[config.mk]
export PLATFORM = sky130hd
export DESIGN_NAME = switch_calc_bcd_engine
export DESIGN_NICKNAME = d
export VERILOG_FILES = /design/src/rtl/switch_calc_bcd_engine.sv
export SDC_FILE = /design/constraint.sdc
export NUM_CORES = 1
export LEC_CHECK = 0
export ABC_CLOCK_PERIOD_IN_PS = 3900
export BUFFER_PORTS_ARGS = -buffer_cell sky130_fd_sc_hd__buf_2
export CORE_ASPECT_RATIO = 0.8
export CORE_MARGIN = 1
export CORE_UTILIZATION = 61
export DETAILED_ROUTE_END_ITERATION = 10
export PLACE_DENSITY = 0.81
export SLEW_MARGIN = 10
export SYNTH_ARGS = -nofsm -noshare
export SYNTH_HDL_FRONTEND = slang
export SYNTH_SLANG_ARGS = --single-unit
[constraint.sdc]
create_clock -name clk -period 3.9 [get_ports clk]
set_input_delay 0 -clock clk [delete_from_list [all_inputs] [get_ports clk]]
set_output_delay 0 -clock clk [all_outputs]
set_load 0.02 [all_outputs]
[src/rtl/switch_calc_bcd_engine.sv]
// switch_calc_bcd_engine: switch operands, debounced calculate button, add/|A-B| and a serial double-dabble BCD result
module switch_calc_bcd_engine #(
    parameter int OP_WIDTH        = 7,
    parameter int OP_MAX          = 99,
    parameter int OP_DIGITS       = 2,
    parameter int RES_DIGITS      = 3,
    parameter int DEBOUNCE_CYCLES = 4
) (
    input  logic                    clk,
    input  logic                    rst,
    input  logic [OP_WIDTH-1:0]     switchs,
    input  logic                    switch_mode,
    input  logic                    switch_cal,
    input  logic                    op_sub,
    output logic [4*OP_DIGITS-1:0]  a_bcd,
    output logic [4*OP_DIGITS-1:0]  b_bcd,
    output logic [4*RES_DIGITS-1:0] result_bcd,
    output logic                    result_neg,
    output logic                    busy,
    output logic                    done
);
    localparam int RES_W = OP_WIDTH + 1;
    localparam int CW    = $clog2(DEBOUNCE_CYCLES + 1);
    localparam int SW    = $clog2(RES_W + 1);
    localparam logic [OP_WIDTH-1:0] MAX_V     = OP_WIDTH'(OP_MAX);
    localparam logic [CW-1:0]       DB_LAST   = CW'(DEBOUNCE_CYCLES - 1);
    localparam logic [CW-1:0]       DB_FULL   = CW'(DEBOUNCE_CYCLES);
    localparam logic [SW-1:0]       STEP_LAST = SW'(RES_W - 1);

    typedef enum logic [1:0] {IDLE, CALC, CONV, DONE} state_t;

    state_t                  r_state;
    logic [1:0]              r_sync;
    logic [CW-1:0]           r_cnt;
    logic                    r_evt;
    logic [OP_WIDTH-1:0]     r_a;
    logic [OP_WIDTH-1:0]     r_b;
    logic                    r_sub;
    logic                    r_neg;
    logic [RES_W-1:0]        r_bin;
    logic [4*RES_DIGITS-1:0] r_bcd;
    logic [SW-1:0]           r_step;
    logic [OP_WIDTH-1:0]     w_sat;
    logic [4*RES_DIGITS-1:0] w_adj;

    function automatic logic [4*OP_DIGITS-1:0] to_bcd(input logic [OP_WIDTH-1:0] v);
        logic [OP_WIDTH-1:0] t;
        to_bcd = '0;
        t = v;
        for (int i = 0; i < OP_DIGITS; i++) begin
            to_bcd[4*i +: 4] = 4'(t % 10);
            t = OP_WIDTH'(t / 10);
        end
    endfunction

    assign w_sat = (switchs > MAX_V) ? MAX_V : switchs;

    // Counter saturates at DEBOUNCE_CYCLES so a held button yields a single event
    always_ff @(posedge clk) begin
        if (rst) begin
            r_sync <= '0;
            r_cnt  <= '0;
            r_evt  <= 1'b0;
        end else begin
            r_sync <= {r_sync[0], switch_cal};
            r_cnt  <= !r_sync[1] ? '0 : (r_cnt == DB_FULL ? r_cnt : r_cnt + 1'b1);
            r_evt  <= r_sync[1] && r_cnt == DB_LAST;
        end
    end

    always_ff @(posedge clk) begin
        if (rst) begin
            r_a   <= '0;
            r_b   <= '0;
            a_bcd <= '0;
            b_bcd <= '0;
        end else begin
            if (!busy && switch_mode) r_a <= w_sat;
            if (!busy && !switch_mode) r_b <= w_sat;
            a_bcd <= to_bcd(r_a);
            b_bcd <= to_bcd(r_b);
        end
    end

    always_comb begin
        w_adj = r_bcd;
        for (int i = 0; i < RES_DIGITS; i++)
            w_adj[4*i +: 4] = r_bcd[4*i +: 4] >= 4'd5 ? r_bcd[4*i +: 4] + 4'd3 : r_bcd[4*i +: 4];
    end

    always_ff @(posedge clk) begin
        if (rst) begin
            r_state    <= IDLE;
            r_sub      <= 1'b0;
            r_neg      <= 1'b0;
            r_bin      <= '0;
            r_bcd      <= '0;
            r_step     <= '0;
            result_bcd <= '0;
            result_neg <= 1'b0;
            busy       <= 1'b0;
            done       <= 1'b0;
        end else begin
            done <= 1'b0;
            case (r_state)
                IDLE: if (r_evt) begin
                    r_sub   <= op_sub;
                    busy    <= 1'b1;
                    r_state <= CALC;
                end
                CALC: begin
                    r_neg   <= r_sub && r_a < r_b;
                    r_bin   <= !r_sub ? {1'b0, r_a} + {1'b0, r_b}
                             : (r_a < r_b ? {1'b0, r_b - r_a} : {1'b0, r_a - r_b});
                    r_bcd   <= '0;
                    r_step  <= '0;
                    r_state <= CONV;
                end
                CONV: begin
                    {r_bcd, r_bin} <= {w_adj[4*RES_DIGITS-2:0], r_bin, 1'b0};
                    r_step         <= r_step + 1'b1;
                    if (r_step == STEP_LAST) r_state <= DONE;
                end
                DONE: begin
                    result_bcd <= r_bcd;
                    result_neg <= r_neg;
                    done       <= 1'b1;
                    busy       <= 1'b0;
                    r_state    <= IDLE;
                end
            endcase
        end
    end
endmodule
-- Yosys cells after proc, flatten, opt, wreduce, memory -nomap -nowiden
Cells that the tools add are included.
- add/subtract/negate cells: 8
- div/mod/pow operators: 6
- order comparisons: 5
- equal/unequal tests: 8
- mux-type cells: 15
- bitwise gates (word level): 1
- reduce and logical (&&, ||, !) cells: 13
- operators with widths (cell ; number):
    remainder unit 7 x 4 -> 32 bit (second input constant) ; 4
    divider 7 x 4 -> 32 bit (second input constant) ; 2
    one-hot mux 12 bit (2 select lines) ; 1
    one-hot mux 8 bit (2 select lines) ; 1
    two-way mux 7 bit ; 2
    subtractor 7 bit ; 2
    greater-or-equal comparator 4 x 3 -> 1 bit (second input constant) ; 3
    adder 4 x 2 -> 4 bit (second input constant) ; 2
    adder 7 x 7 -> 8 bit ; 1
    two-way mux 4 bit ; 2
    two-way mux 8 bit ; 1
    one-hot mux 2 bit (4 select lines) ; 1
    one-hot mux 4 bit (2 select lines) ; 1
    > comparator 7 bit (second input constant) ; 1
    < comparator 7 bit ; 1
    AND reduction 2 bit ; 3
    adder 4 x 1 -> 4 bit (second input constant) ; 1
    equality test 2 bit (second input constant) ; 2
    equality test 4 x 3 -> 1 bit (second input constant) ; 1
    logical AND 1 bit ; 4
    two-way mux 2 bit ; 2
    inequality test 2 bit (second input constant) ; 2
    nonzero test 2 bit ; 2
    adder 3 x 1 -> 3 bit (second input constant) ; 1
    11 further kinds ; 13
- flip-flop bits (word level): 79
- input bits: 12
- output and inout bits: 31
- word-level logic and storage cells: 73

-- Depth between registers and ports, before layout
- word-level depth: 4
- depth in mapped cells: 15
- mapped depth without buffers: 11

-- Worst setup path after synthesis
Ideal clock, no wire load.
- path type: register -> register
- start point: register r_a[4]
- end point: register a_bcd[1]
- library setup time: 0.121 ns
- arrival time: 3.317 ns
- data required time: 3.779 ns
- setup slack: 0.462 ns
- stages on the path, launching flop included: 14
- path buffers: 3
- clock period less this slack: 3.438 ns
- cell sequence: dfxtp_1 buf_2 nor2_1 inv_1 ha_1 nor2b_4 buf_6 a221o_1 a221o_1 and3_1 buf_6 maj3_2 a2111oi_4 mux2_4
- word-level cells in the longest chain between the ends: 1
- RTL lines (what ; RTL line ; text):
    start: declaration ; 36 ; logic [OP_WIDTH-1:0] r_a;
    start signal: assignment ; 78 ; if (!busy && switch_mode) r_a <= w_sat;
    remainder unit 7 x 4 -> 32 bit ; 51 ; to_bcd[4*i +: 4] = 4'(t % 10);
    end signal: assignment ; 80 ; a_bcd <= to_bcd(r_a);
    end: declaration ; 15 ; output logic [4*OP_DIGITS-1:0] a_bcd,
Every way passes these cells.
A chain may end at the register's enable or synchronous reset.

-- Final worst setup path
Ends and elaborated chain as after synthesis.

==> impl_results.md <==
* Multiplexer share of the synthesized area at 4.86%
* Cell mode on critical path: sky130_fd_sc_hd__a221o_1
* Total area of multi-input combinational cells at approximately 3400 µm²
* Number of sinks on the clock net at 79
* Syn Inst Count at about 680
* Register area at 1580 µm²
* Clock-pin slew of the registers on the worst-case setup and hold paths at 0.10 ns
* Initial Util at 62.8%
* Max Cap Viol at 0
* Setup-failing EPs final at 0
* Antenna diode instance count at 0
* Yosys top cell area share at 29.8%
* Final cycle utilization of the critical path at 89.5%
* Filler cells at 720
* Final-report max-slew violation count at 0
* Count of warnings emitted by yosys at 0
* IO Count at 43
* Actual slew at the worst max-slew pin at around 0.93 ns
* Adder and majority gate portion of the synthesized area at 10.5%
* Count of flip-flops with a built-in enable after synthesis at 0
* Residual DRC at 0
* Largest delay contributor family on the critical path: compound AO/OA/AOI/OAI gates
* Library cell with the largest summed area after synthesis: sky130_fd_sc_hd__dfxtp_1
* Achievable clock frequency at 287 MHz
* Pre-CTS setup slack at around 0.48 ns
* Crit-path max cell delay at 0.48 ns
* Fraction of the mapped netlist area in compound gates at 24.4%
* Crit path setup slack, layout at 0.410 ns
* Setup TNS at 0 ns
* Cell type of the slowest stage on the worst timing path: sky130_fd_sc_hd__ha_1
* Leakage power at 2.29 nW
* Clock tree skew after final layout at about 0.016 ns
* Worst-path fanout max at 10
* Area overhead of the layout relative to synthesis at 10.1%
* Antenna violations before repair at 0
* Post-layout net count at 764
* Post-route minimum period at 3.49 ns
* Setup repair after global routing missed its margin: false
* Total of flip-flops plus latches after synthesis at 79
* Wire length of the first global-routing pass at between 20 and 25 mm
* Largest buffer count on any clock path at 2
* Hold Fails Final Rpt at 0
* Simple-gate share of the synthesized area at 23.2%
* Number of cells in the design after placement at a little over 800
* Top cells by area, synth: sky130_fd_sc_hd__dfxtp_1 (30%), sky130_fd_sc_hd__ha_1 (9.0%), sky130_fd_sc_hd__a21oi_1 (5.9%)
* Row Count at 30
* Die width at about 110 µm
* Series of cell instances along the critical path: nor2_1, inv_1, ha_1, nor2b_4, a221o_1, a221o_1, and3_1, maj3_2, a2111oi_4, mux2_4
* Share of final-layout standard cells stronger than drive strength 1 at 11.9%
* Outcome: finished clean
* Count of unique library cells instantiated by Yosys at 72
* Largest family of logic cells by synthesized area: compound AO/OA/AOI/OAI gates
* Detailed placer's ending HPWL at 9.45 mm
* Maximum VDD drop at between 0.0003 and 0.0004 V
* Worst hold path class: input pin to flip-flop
* Starting DRT DRC Count at 400
* Netlist area before placement at approximately 5300 µm²
* Synthesized-area fraction occupied by xor and xnor cells at around 1.3%
* Number of cells in the finished layout apart from fillers at approximately 830
* Primary flip-flop cell chosen by synthesis mapping: sky130_fd_sc_hd__dfxtp_1
* Routed WL per cell at 16.4 µm
* Synthesized net count at 732
* Register-to-register setup slack at 0.41 ns
* Root buffer selected by CTS: sky130_fd_sc_hd__clkbuf_8
* Buf/Inv on CP at 1
* Relative max-transition margin at 37.8%
* Share of synthesized registers carrying an async set or reset at 0%
* Worst setup path category: flip-flop to flip-flop
* Sum of routed wire length over all layers at 13.6 mm
* DRT antenna net count at 0
* Number of levels the H-tree was split into at 3
* Required time at the endpoint of the critical path at 4.15 ns
* PD cells at 379 nW/µm²
* Largest net degree at the start of global routing at 52
* Startpoint Class: flip-flop
* Kind of end point of the critical path: flip-flop
* Endpoint arrival time on the critical path at 3.74 ns
* Y dimension of the die at 85.4 µm
* PortBufs at 42
* Gp weighted congestion at 0.966
* Total clock buffers created by CTS at 9
* Core region area at 8450 µm²
* CTS tree: done
* Total overflow reported by the global router at 0
* Vias after detailed routing at about 5,100
* TritonRoute pass-1 iters at 5
* Seq/Total Area, Yosys at 29.8%
* Vias in the first global route at 4,599
* Source-to-sink clock delay at the later pin of the worst-skew pair at between 0.3 and 0.4 ns
* Overall die area at 9080 µm²
* Average via count per standard cell at 6.18
* Overall fraction of global-route tracks in use at 30.9%
* Mapped Avg Cell Area at ~8 µm²
-- area by class of cell --
class,instances,area share (%)
flip-flops and latches,79,27.1
clock inverters,7,1.28
well taps,112,2.40
inverters,36,2.31
multi-input cells,523,58.4
repair buffers,62,6.47
clock buffers,9,2.12
-- power by group --
| group | switching, mW | internal, mW | leakage [nW] |
|---|---|---|---|
| sequential | 0.0407 | 0.861 | 0.642 |
| combinational | 0.431 | 0.268 | 1.55 |
| clock | 0.364 | 0.253 | 0.0985 |
-- worst reg2reg max path, stage by stage (launching register included) --
cell	delay, ns
sky130_fd_sc_hd__dfxtp_1	0.32
sky130_fd_sc_hd__nor2_1	0.32
sky130_fd_sc_hd__inv_1	0.11
sky130_fd_sc_hd__ha_1	0.48
sky130_fd_sc_hd__nor2b_4	0.13
sky130_fd_sc_hd__a221o_1	0.31
sky130_fd_sc_hd__a221o_1	0.33
sky130_fd_sc_hd__and3_1	0.26
sky130_fd_sc_hd__maj3_2	0.36
sky130_fd_sc_hd__a2111oi_4	0.44
sky130_fd_sc_hd__mux2_4	0.33
-- stage by stage --
stage	total power [mW]	hold WS, ns	instance area [µm²]	utilization, %
2_1_floorplan	1.43	0.128	5310	-
3_3_place_gp	1.57	0.210	5580	66.0
3_5_place_dp	1.59	0.222	5580	66.0
4_1_cts	2.22	0.00390	5840	69.2
5_1_grt	2.34	0.0133	5840	69.2
6_report	2.22	0.0255	5840	69.2
-- synth_stat cells (5+ instances only) --
library cell and number:
sky130_fd_sc_hd__clkbuf_1 30, sky130_fd_sc_hd__a22oi_1 7, sky130_fd_sc_hd__o211ai_1 7, sky130_fd_sc_hd__o21ai_0 33, sky130_fd_sc_hd__buf_1 5, sky130_fd_sc_hd__o31ai_1 7, sky130_fd_sc_hd__nand2b_1 18, sky130_fd_sc_hd__xnor2_1 6
sky130_fd_sc_hd__nand2_1 61, sky130_fd_sc_hd__dfxtp_1 79, sky130_fd_sc_hd__nor2_1 72, sky130_fd_sc_hd__nand3_1 24, sky130_fd_sc_hd__o22ai_1 5, sky130_fd_sc_hd__nor2b_1 16, sky130_fd_sc_hd__a21oi_1 63, sky130_fd_sc_hd__o21a_1 5
sky130_fd_sc_hd__ha_1 38, sky130_fd_sc_hd__a211oi_1 11, sky130_fd_sc_hd__nand3b_1 6, sky130_fd_sc_hd__a31oi_1 6, sky130_fd_sc_hd__and3_1 6, sky130_fd_sc_hd__mux2i_1 22, sky130_fd_sc_hd__o21bai_1 5, sky130_fd_sc_hd__inv_1 33
sky130_fd_sc_hd__nor3_1 19
-- state kept, by name, summed over array words and instances (netlist names) --
signal,flops
r_bcd,12
result_bcd,12
a_bcd,8
b_bcd,8
r_bin,8
r_a,7
r_b,7
r_step,4
r_cnt,3
r_state,2
r_sync,2
busy,1
done,1
r_evt,1
r_neg,1
r_sub,1
result_neg,1
-- final timing paths --
path	to	depth (start not counted)	from
worst max-delay path	a_bcd[1]	10	r_a[4]
worst min-delay path	r_b[0]	3	switchs[0]
worst max register to register	a_bcd[1]	10	r_a[4]
worst min register to register	r_sync[1]	1	r_sync[0]
-- layout by cell type (no fill, tap or decap), drive strengths merged, types with 9 or more instances in the layout --
| master | instances |
|---|---|
| inv | 37 |
| nor2b | 17 |
| ha | 38 |
| clkbuf | 9 |
| a21oi | 63 |
| nand2b | 19 |
| nand3 | 24 |
| nand2 | 61 |
| mux2i | 22 |
| o21ai | 33 |
| a211oi | 11 |
| nor3 | 19 |
| dfxtp | 79 |
| buf | 55 |
| nor2 | 72 |
-- routing by layer --
metal | vias to the layer above | GRT usage, % | wire, µm | part of all wire (%)
met4 | 0 | 9.60 | 234 | 1.7
met2 | 222 | 48.6 | 6130 | 45
met3 | 28 | 4.84 | 916 | 6.7
li1 | 2499 | - | - | -
met1 | 2371 | 43.5 | 6300 | 46
met5 | - | 0 | 0 | 0
-- kinds of logic after synthesis --
| logic type | after synthesis |
|---|---|
| simple gates | 252 |
| compound gates | 195 |
| flops | 79 |
| buf+inv | 77 |
| fa+ha+maj | 43 |
| mux | 25 |
| xor+xnor | 8 |
-- what timing repair did --
item / CTS / global route
hold buffers: 7 / 0
resized for setup: 0 / 0
buffers inserted: 0 / 0
hold endpoints to repair: 12 / 0
Power figures use the tool's default switching activity.
